**src/rtl/alu_pkg.sv**
```systemverilog
// ---------------------------------------------------------------------------
// alu_pkg
// Shared definitions for the nibble-serial 74181 ALU sequencer.
//   state_t      : sequencer FSM states (IDLE, RUN, DONE)
//   fn_t         : {S, M} pair describing one 74181 operation
//   FN_*         : commonly issued operations
//   NIBBLES      : nibble count for the default 16-bit datapath
//   idx_width()  : width of a counter able to address every nibble
// ---------------------------------------------------------------------------
package alu_pkg;

  typedef enum logic [1:0] {
    IDLE = 2'd0,
    RUN  = 2'd1,
    DONE = 2'd2
  } state_t;

  typedef struct packed {
    logic [3:0] s;
    logic       m;
  } fn_t;

  localparam int DEFAULT_WIDTH = 16;
  localparam int NIBBLES       = DEFAULT_WIDTH / 4;

  // Arithmetic modes use active-low carry-in: Ci_inverse=1 means "no carry".
  localparam fn_t FN_ADD = '{s: 4'b1001, m: 1'b0};  // A plus B
  localparam fn_t FN_SUB = '{s: 4'b0110, m: 1'b0};  // A minus B minus 1 (+carry)
  localparam fn_t FN_XOR = '{s: 4'b0110, m: 1'b1};  // A xor B
  localparam fn_t FN_AND = '{s: 4'b1011, m: 1'b1};  // A and B

  // ceil(log2(nibbles)), never less than one bit.
  function automatic int idx_width(input int nibbles);
    return (nibbles > 1) ? $clog2(nibbles) : 1;
  endfunction

endpackage

```
**src/rtl/alu_slice_181.sv**
```systemverilog
// ---------------------------------------------------------------------------
// alu_slice_181
// Combinational 4-bit 74181-compatible ALU slice, active-high data and
// active-low carries.
//   A, B        : 4-bit operands
//   S           : function select
//   M           : 1 = logic mode (carries ignored), 0 = arithmetic
//   Ci_inverse  : active-low carry-in
//   Y           : 4-bit result
//   Co_inverse  : active-low carry-out (held at 1 in logic mode)
//   P, G        : active-low group propagate / generate
//   AequalsB    : high when every bit of Y is 1
// ---------------------------------------------------------------------------
module alu_slice_181 (
  input  logic [3:0] A,
  input  logic [3:0] B,
  input  logic [3:0] S,
  input  logic       M,
  input  logic       Ci_inverse,
  output logic [3:0] Y,
  output logic       Co_inverse,
  output logic       P,
  output logic       G,
  output logic       AequalsB
);

  // p/g are the inverted propagate/generate terms of the original part;
  // gen/prop are their true-polarity versions used for the group outputs.
  logic [3:0] p, g, gen, prop;
  logic [3:0] cin_n;
  logic       carry_n;

  genvar gi;
  generate
    for (gi = 0; gi < 4; gi++) begin : g_bit
      assign p[gi]    = ~(A[gi] | (B[gi] & S[0]) | (~B[gi] & S[1]));
      assign g[gi]    = ~((A[gi] & ~B[gi] & S[2]) | (A[gi] & B[gi] & S[3]));
      assign gen[gi]  = ~g[gi];
      assign prop[gi] = ~p[gi];
      // Carry term is the true carry into this bit, forced high in logic mode.
      assign Y[gi]    = (p[gi] ^ g[gi]) ^ (M | ~cin_n[gi]);
    end
  endgenerate

  // Active-low ripple: no carry out unless generated, or propagated with a
  // carry in.
  always_comb begin
    cin_n   = '0;
    carry_n = Ci_inverse;
    for (int i = 0; i < 4; i++) begin
      cin_n[i] = carry_n;
      carry_n  = g[i] & (p[i] | carry_n);
    end
  end

  assign Co_inverse = M | carry_n;
  assign P          = ~(&prop);
  assign G          = ~(gen[3]
                      | (prop[3] & gen[2])
                      | (prop[3] & prop[2] & gen[1])
                      | (prop[3] & prop[2] & prop[1] & gen[0]));
  assign AequalsB   = &Y;

endmodule

```
**src/rtl/alu_nibble_sequencer.sv**
```systemverilog
// ---------------------------------------------------------------------------
// alu_nibble_sequencer
// WIDTH-bit ALU that pushes one nibble per cycle through a single 74181
// slice, LSB nibble first, rippling the carry through a register.
//   clk, rst_n             : clock, asynchronous active-low reset
//   cmd_valid / cmd_ready  : command handshake (A, B, S, M, Ci_inverse)
//   res_valid / res_ready  : result handshake (F, Co_inverse, AequalsB)
//   F                      : WIDTH-bit result
//   Co_inverse             : active-low carry-out of the top nibble
//   AequalsB               : high when every bit of F is 1
// WIDTH must be a multiple of 4 and at least 4.
// ---------------------------------------------------------------------------
module alu_nibble_sequencer
  import alu_pkg::*;
#(
  parameter int WIDTH = 16
) (
  input  logic             clk,
  input  logic             rst_n,
  input  logic             cmd_valid,
  output logic             cmd_ready,
  input  logic [WIDTH-1:0] A,
  input  logic [WIDTH-1:0] B,
  input  logic [3:0]       S,
  input  logic             M,
  input  logic             Ci_inverse,
  output logic             res_valid,
  input  logic             res_ready,
  output logic [WIDTH-1:0] F,
  output logic             Co_inverse,
  output logic             AequalsB
);

  localparam int NIB_N = WIDTH / 4;
  localparam int IDX_W = idx_width(NIB_N);
  localparam logic [IDX_W-1:0] LAST_IDX = IDX_W'(NIB_N - 1);

  state_t           state_reg;
  logic [IDX_W-1:0] idx_reg;
  logic [WIDTH-1:0] a_reg, b_reg, f_reg;
  logic [3:0]       s_reg;
  logic             m_reg;
  logic             carry_reg;     // active-low carry into the current nibble
  logic             aeb_acc_reg;   // AND of slice AequalsB so far
  logic             co_out_reg;
  logic             aeb_out_reg;
  logic             res_valid_reg;

  logic [3:0] slice_a, slice_b, slice_y;
  logic       slice_co, slice_p, slice_g, slice_aeb;
  logic       carry_next;

  assign slice_a = a_reg[4*idx_reg +: 4];
  assign slice_b = b_reg[4*idx_reg +: 4];

  alu_slice_181 u_slice (
    .A          (slice_a),
    .B          (slice_b),
    .S          (s_reg),
    .M          (m_reg),
    .Ci_inverse (carry_reg),
    .Y          (slice_y),
    .Co_inverse (slice_co),
    .P          (slice_p),
    .G          (slice_g),
    .AequalsB   (slice_aeb)
  );

  // Lookahead form of the nibble carry-out; in logic mode the carry chain
  // does not reach Y, so the unforced value is harmless here.
  assign carry_next = slice_g & (slice_p | carry_reg);

  always_ff @(posedge clk or negedge rst_n) begin
    if (!rst_n) begin
      state_reg     <= IDLE;
      idx_reg       <= '0;
      a_reg         <= '0;
      b_reg         <= '0;
      f_reg         <= '0;
      s_reg         <= '0;
      m_reg         <= 1'b0;
      carry_reg     <= 1'b1;
      aeb_acc_reg   <= 1'b1;
      co_out_reg    <= 1'b1;
      aeb_out_reg   <= 1'b0;
      res_valid_reg <= 1'b0;
    end else begin
      case (state_reg)
        IDLE: begin
          if (cmd_valid) begin
            a_reg       <= A;
            b_reg       <= B;
            s_reg       <= S;
            m_reg       <= M;
            carry_reg   <= Ci_inverse;
            aeb_acc_reg <= 1'b1;
            idx_reg     <= '0;
            state_reg   <= RUN;
          end
        end
        RUN: begin
          f_reg[4*idx_reg +: 4] <= slice_y;
          carry_reg             <= carry_next;
          aeb_acc_reg           <= aeb_acc_reg & slice_aeb;
          if (idx_reg == LAST_IDX) begin
            co_out_reg    <= slice_co;
            aeb_out_reg   <= aeb_acc_reg & slice_aeb;
            res_valid_reg <= 1'b1;
            idx_reg       <= '0;
            state_reg     <= DONE;
          end else begin
            idx_reg <= idx_reg + 1'b1;
          end
        end
        DONE: begin
          if (res_ready) begin
            res_valid_reg <= 1'b0;
            state_reg     <= IDLE;
          end
        end
        default: state_reg <= IDLE;
      endcase
    end
  end

  // Gated by rst_n so no command is offered while reset is held.
  assign cmd_ready  = rst_n && (state_reg == IDLE);
  assign res_valid  = res_valid_reg;
  assign F          = f_reg;
  assign Co_inverse = co_out_reg;
  assign AequalsB   = aeb_out_reg;

endmodule
```
**config.mk**
```make
export PLATFORM = sky130hd
export DESIGN_NAME = alu_nibble_sequencer
export DESIGN_NICKNAME = d
export VERILOG_FILES = /design/src/rtl/alu_pkg.sv /design/src/rtl/alu_slice_181.sv /design/src/rtl/alu_nibble_sequencer.sv
export SDC_FILE = /design/constraint.sdc
export NUM_CORES = 1
export LEC_CHECK = 0
export ABC_AREA = 1
export CAP_MARGIN = 20
export CORE_MARGIN = 5
export CORE_UTILIZATION = 57
export DETAILED_ROUTE_END_ITERATION = 10
export DONT_BUFFER_PORTS = 1
export GPL_TIMING_DRIVEN = 0
export HOLD_SLACK_MARGIN = 0.02
export MAX_ROUTING_LAYER = met4
export PLACE_DENSITY = 0.75
export SLEW_MARGIN = 20
export SYNTH_ARGS = -nofsm -noshare
export SYNTH_HDL_FRONTEND = slang
export SYNTH_SLANG_ARGS = --single-unit
```
**constraint.sdc**
```tcl
create_clock -name clk -period 1.7 [get_ports clk]
set_input_delay 0.17 -clock clk [delete_from_list [all_inputs] [get_ports clk]]
set_output_delay 0.17 -clock clk [all_outputs]
set_load 0.01 [all_outputs]
```
==> metrics.md <==
| Metric | Value |
|---|---|
| CTS root buffer | clkbuf_8 |
| Status | finished with violations |
| Critical path buffers and inverters | 4 |
| Syn avg cell area | 8.13 um^2 |
| Port Buffer Count | 0 |
| Cell Chain, Critical Path | buf_8 > buf_8 > buf_8 > a21oi_2 > a32oi_2 > nand3b_1 > nand2_1 > inv_1 > nand4_1 > nand2_4 > nand4_1 > nand2_1 |
| Clk_skew | 5.24 ps |
| Area Overhead vs Synth | 33.1% |
| GRT overflow | 0 |
| Setup ws final | -343 ps |
| CP Data Required Time | 1980 ps |
| DR iter-0 viols | 144 |
| First-pass DRT Iterations | 4 |
| Sequential share of the synthesized area | 50.6% |
| H-Tree Depth | 3 |
| Routed len/inst | 16.0 um |
| RSZ-0062 raised after global routing | true |
| Data arrival, critical path | 2330 ps |
| Peak fanout along the critical path | 10 |
| Die Wd | 83.4 um |
| Rel. slew slack | 67.4% |
| Max-Cap Viols | 0 |
| Slew Viols, Final | 0 |
| IO Count | 62 |
| Clock Pin Slew Worst Setup and Hold Paths | 60 ps |
| Nets | 487 |
| Crit start category | flip-flop |
| Syn nets | 426 |
| CORE AREA | 5170 um^2 |
| Final Hold Fails | 0 |
| Pin count of the biggest net entering global routing | 63 |
| Total of warnings raised by yosys | 0 |
| Worst path slowest cell | dfrtp_2 |
| CTS buffer count | 9 |
| Crit-path max cell delay | 440 ps |
| FMAX | 0.490 GHz |
| Placed inst area | 3180 um^2 |
| Delay-heaviest family, CP | simple AND/OR/NAND/NOR gates |
| # DRC | 0 |
| Fin crit share | 120% |
| Final weighted congestion in routability-driven placement | 0.859 |
| Routed WL | 8170 um |
| Vias in the first global route | 2825 |
| CTS tree | yes |
| Failing checks | setup timing |
| # clock sinks | 62 |
| Worst Setup Path Type | reg2reg |
| Peak supply drop | 1100 uV |
| Synth Register Bits | 62 |
| Final TNS setup | -4750 ps |
| Fin area | 4090 um^2 |
| Yosys cell types | 38 |
| CTS Buffer Depth | 2 |
| Number of vias per cell | 5.43 |
| Power consumption | 0.00891 W |
| Share of cells above drive strength 1 | 21.5% |
| DP Wirelength | 4970 um |
| Tmin final | 2040 ps |
| Final core utilization | 79.1% |
| First-pass GRT wire length | 13200 um |
| Initial cell density of the core | 59.4% |
| Least-Margin Pin Slew | 488 ps |
| Initial antenna violation count | 0 |
| Crit path top cell by count | buf_8 |
| Row count | 26 |
| Die area | 6960 um^2 |
| Antenna-violating nets left | 0 |
| Endpoints failing setup | 20 |
| Cells after Synth | 378 |
| Total number of vias | 2780 |
| Mapped cell area | 3070 um^2 |
| Worst skew pair latency | 340 ps |
| Die Y-Extent | 83.4 um |
| Hold/Removal Path Class | in2reg |
| CP endpoint kind | flip-flop |
| Power Density | 2180 nW/um^2 |
| Leak pwr | 2.02 nW |
| Ant. Diodes | 0 |
| Total track usage | 24.7% |
[cells in the mapped netlist, drive strengths merged]
master	count	area share, %
nand2	193	24
dfrtp	59	48
nand3	24	4.9
inv	21	2.9
o21ai	15	2.7
nor2	14	2.0
clkbuf	7	0.85
ha	6	2.4
buf	5	2.0
nand4	5	1.0
a21oi	4	0.77
a22o	3	0.85
dfstp	3	2.6
o211ai	3	0.90
a32o	2	0.65
o31ai	2	0.49
xor2	2	0.81
a2bb2oi	1	0.28
a31oi	1	0.20
a32oi	1	0.28
clkinv	1	0.12
nand3b	1	0.24
nor3	1	0.16
nor3b	1	0.24
nor4	1	0.20
o21bai	1	0.24
o22ai	1	0.20
[layout by cell type (no fill, tap or decap), types with 7 or more instances in the layout]
cell type,instances
nand3_1,10
nand2_2,15
buf_4,8
nor2_1,10
dfrtp_1,58
o21ai_0,7
inv_1,18
nand2_1,174
nand3_2,12
clkbuf_8,12
dlygate4sd3_1,39
[report_power, final]
part / switching, W / leakage, nW / internal (W)
registers: 0.000515 / 0.782 / 0.00213
clock network: 0.000546 / 0.0914 / 0.000631
logic: 0.00318 / 1.15 / 0.00191
total: 0.00425 / 2.02 / 0.00466
[cells by family (layout without fill, tap and decap cells)]
| family | count (synthesis) | after routing | share of synthesized area, % |
|---|---|---|---|
| buf+inv | 34 | 98 | 5.82 |
| fa+ha+maj | 6 | 6 | 2.44 |
| flops | 62 | 62 | 50.6 |
| xor+xnor | 2 | 2 | 0.814 |
| compound gates | 34 | 34 | 7.57 |
| simple gates | 240 | 240 | 32.8 |
[worst paths after layout]
check	start	end	slack (ps)	cells past startpoint
setup / recovery	idx_reg[0]	F[15]	-340	12
setup reg to reg	idx_reg[0]	F[15]	-340	12
min in group asynchronous	rst_n	F[12]	340	2
max in group asynchronous	rst_n	idx_reg[0]	1050	2
hold / removal	cmd_valid	carry_reg	90	2
hold reg to reg	b_reg[13]	b_reg[13]	490	2
[per-stage QoR]
stage	std cells	setup WS, ps	hold WS [ps]
CTS	505	-231	93.7
floorplan	378	-0.776	-126
detailed placement	448	-345	-124
global route	512	-431	113
global placement	448	-301	-124
finish	512	-343	87.4
[final cells by class]
| cell class | count | area (um^2) |
|---|---|---|
| Timing Repair Buffer | 49 | 503 |
| Sequential cell | 62 | 1560 |
| Clock buffer | 13 | 169 |
| Clock inverter | 1 | 5.00 |
| Buffer | 12 | 108 |
| Fill cell | 326 | 1080 |
| Timing Repair inverter | 1 | 8.76 |
| Tap cell | 70 | 87.6 |
| Multi-Input combinational cell | 282 | 1560 |
| Inverter | 22 | 97.6 |
[metal layers]
layer | part of all wire (%) | global-route usage, % | wire (um) | up-vias
met5 | 0 | - | 0 | -
met4 | 2.4 | 10.7 | 193 | 0
met3 | 6.8 | 5.54 | 559 | 18
met2 | 53 | 42.1 | 4320 | 99
met1 | 38 | 28.0 | 3100 | 1324
li1 | - | - | - | 1339
[timing repair]
| action | 4_1_cts | 5_1_grt |
|---|---|---|
| gates resized for setup | 19 | 45 |
| hold endpoints to repair | 101 | 0 |
| pin swaps | 6 | 23 |
| buffers inserted | 2 | 6 |
| setup endpoints to repair | 20 | 57 |
| hold buffers | 40 | 0 |
| cloned | 1 | 1 |
(Power assumes the default switching activity.)
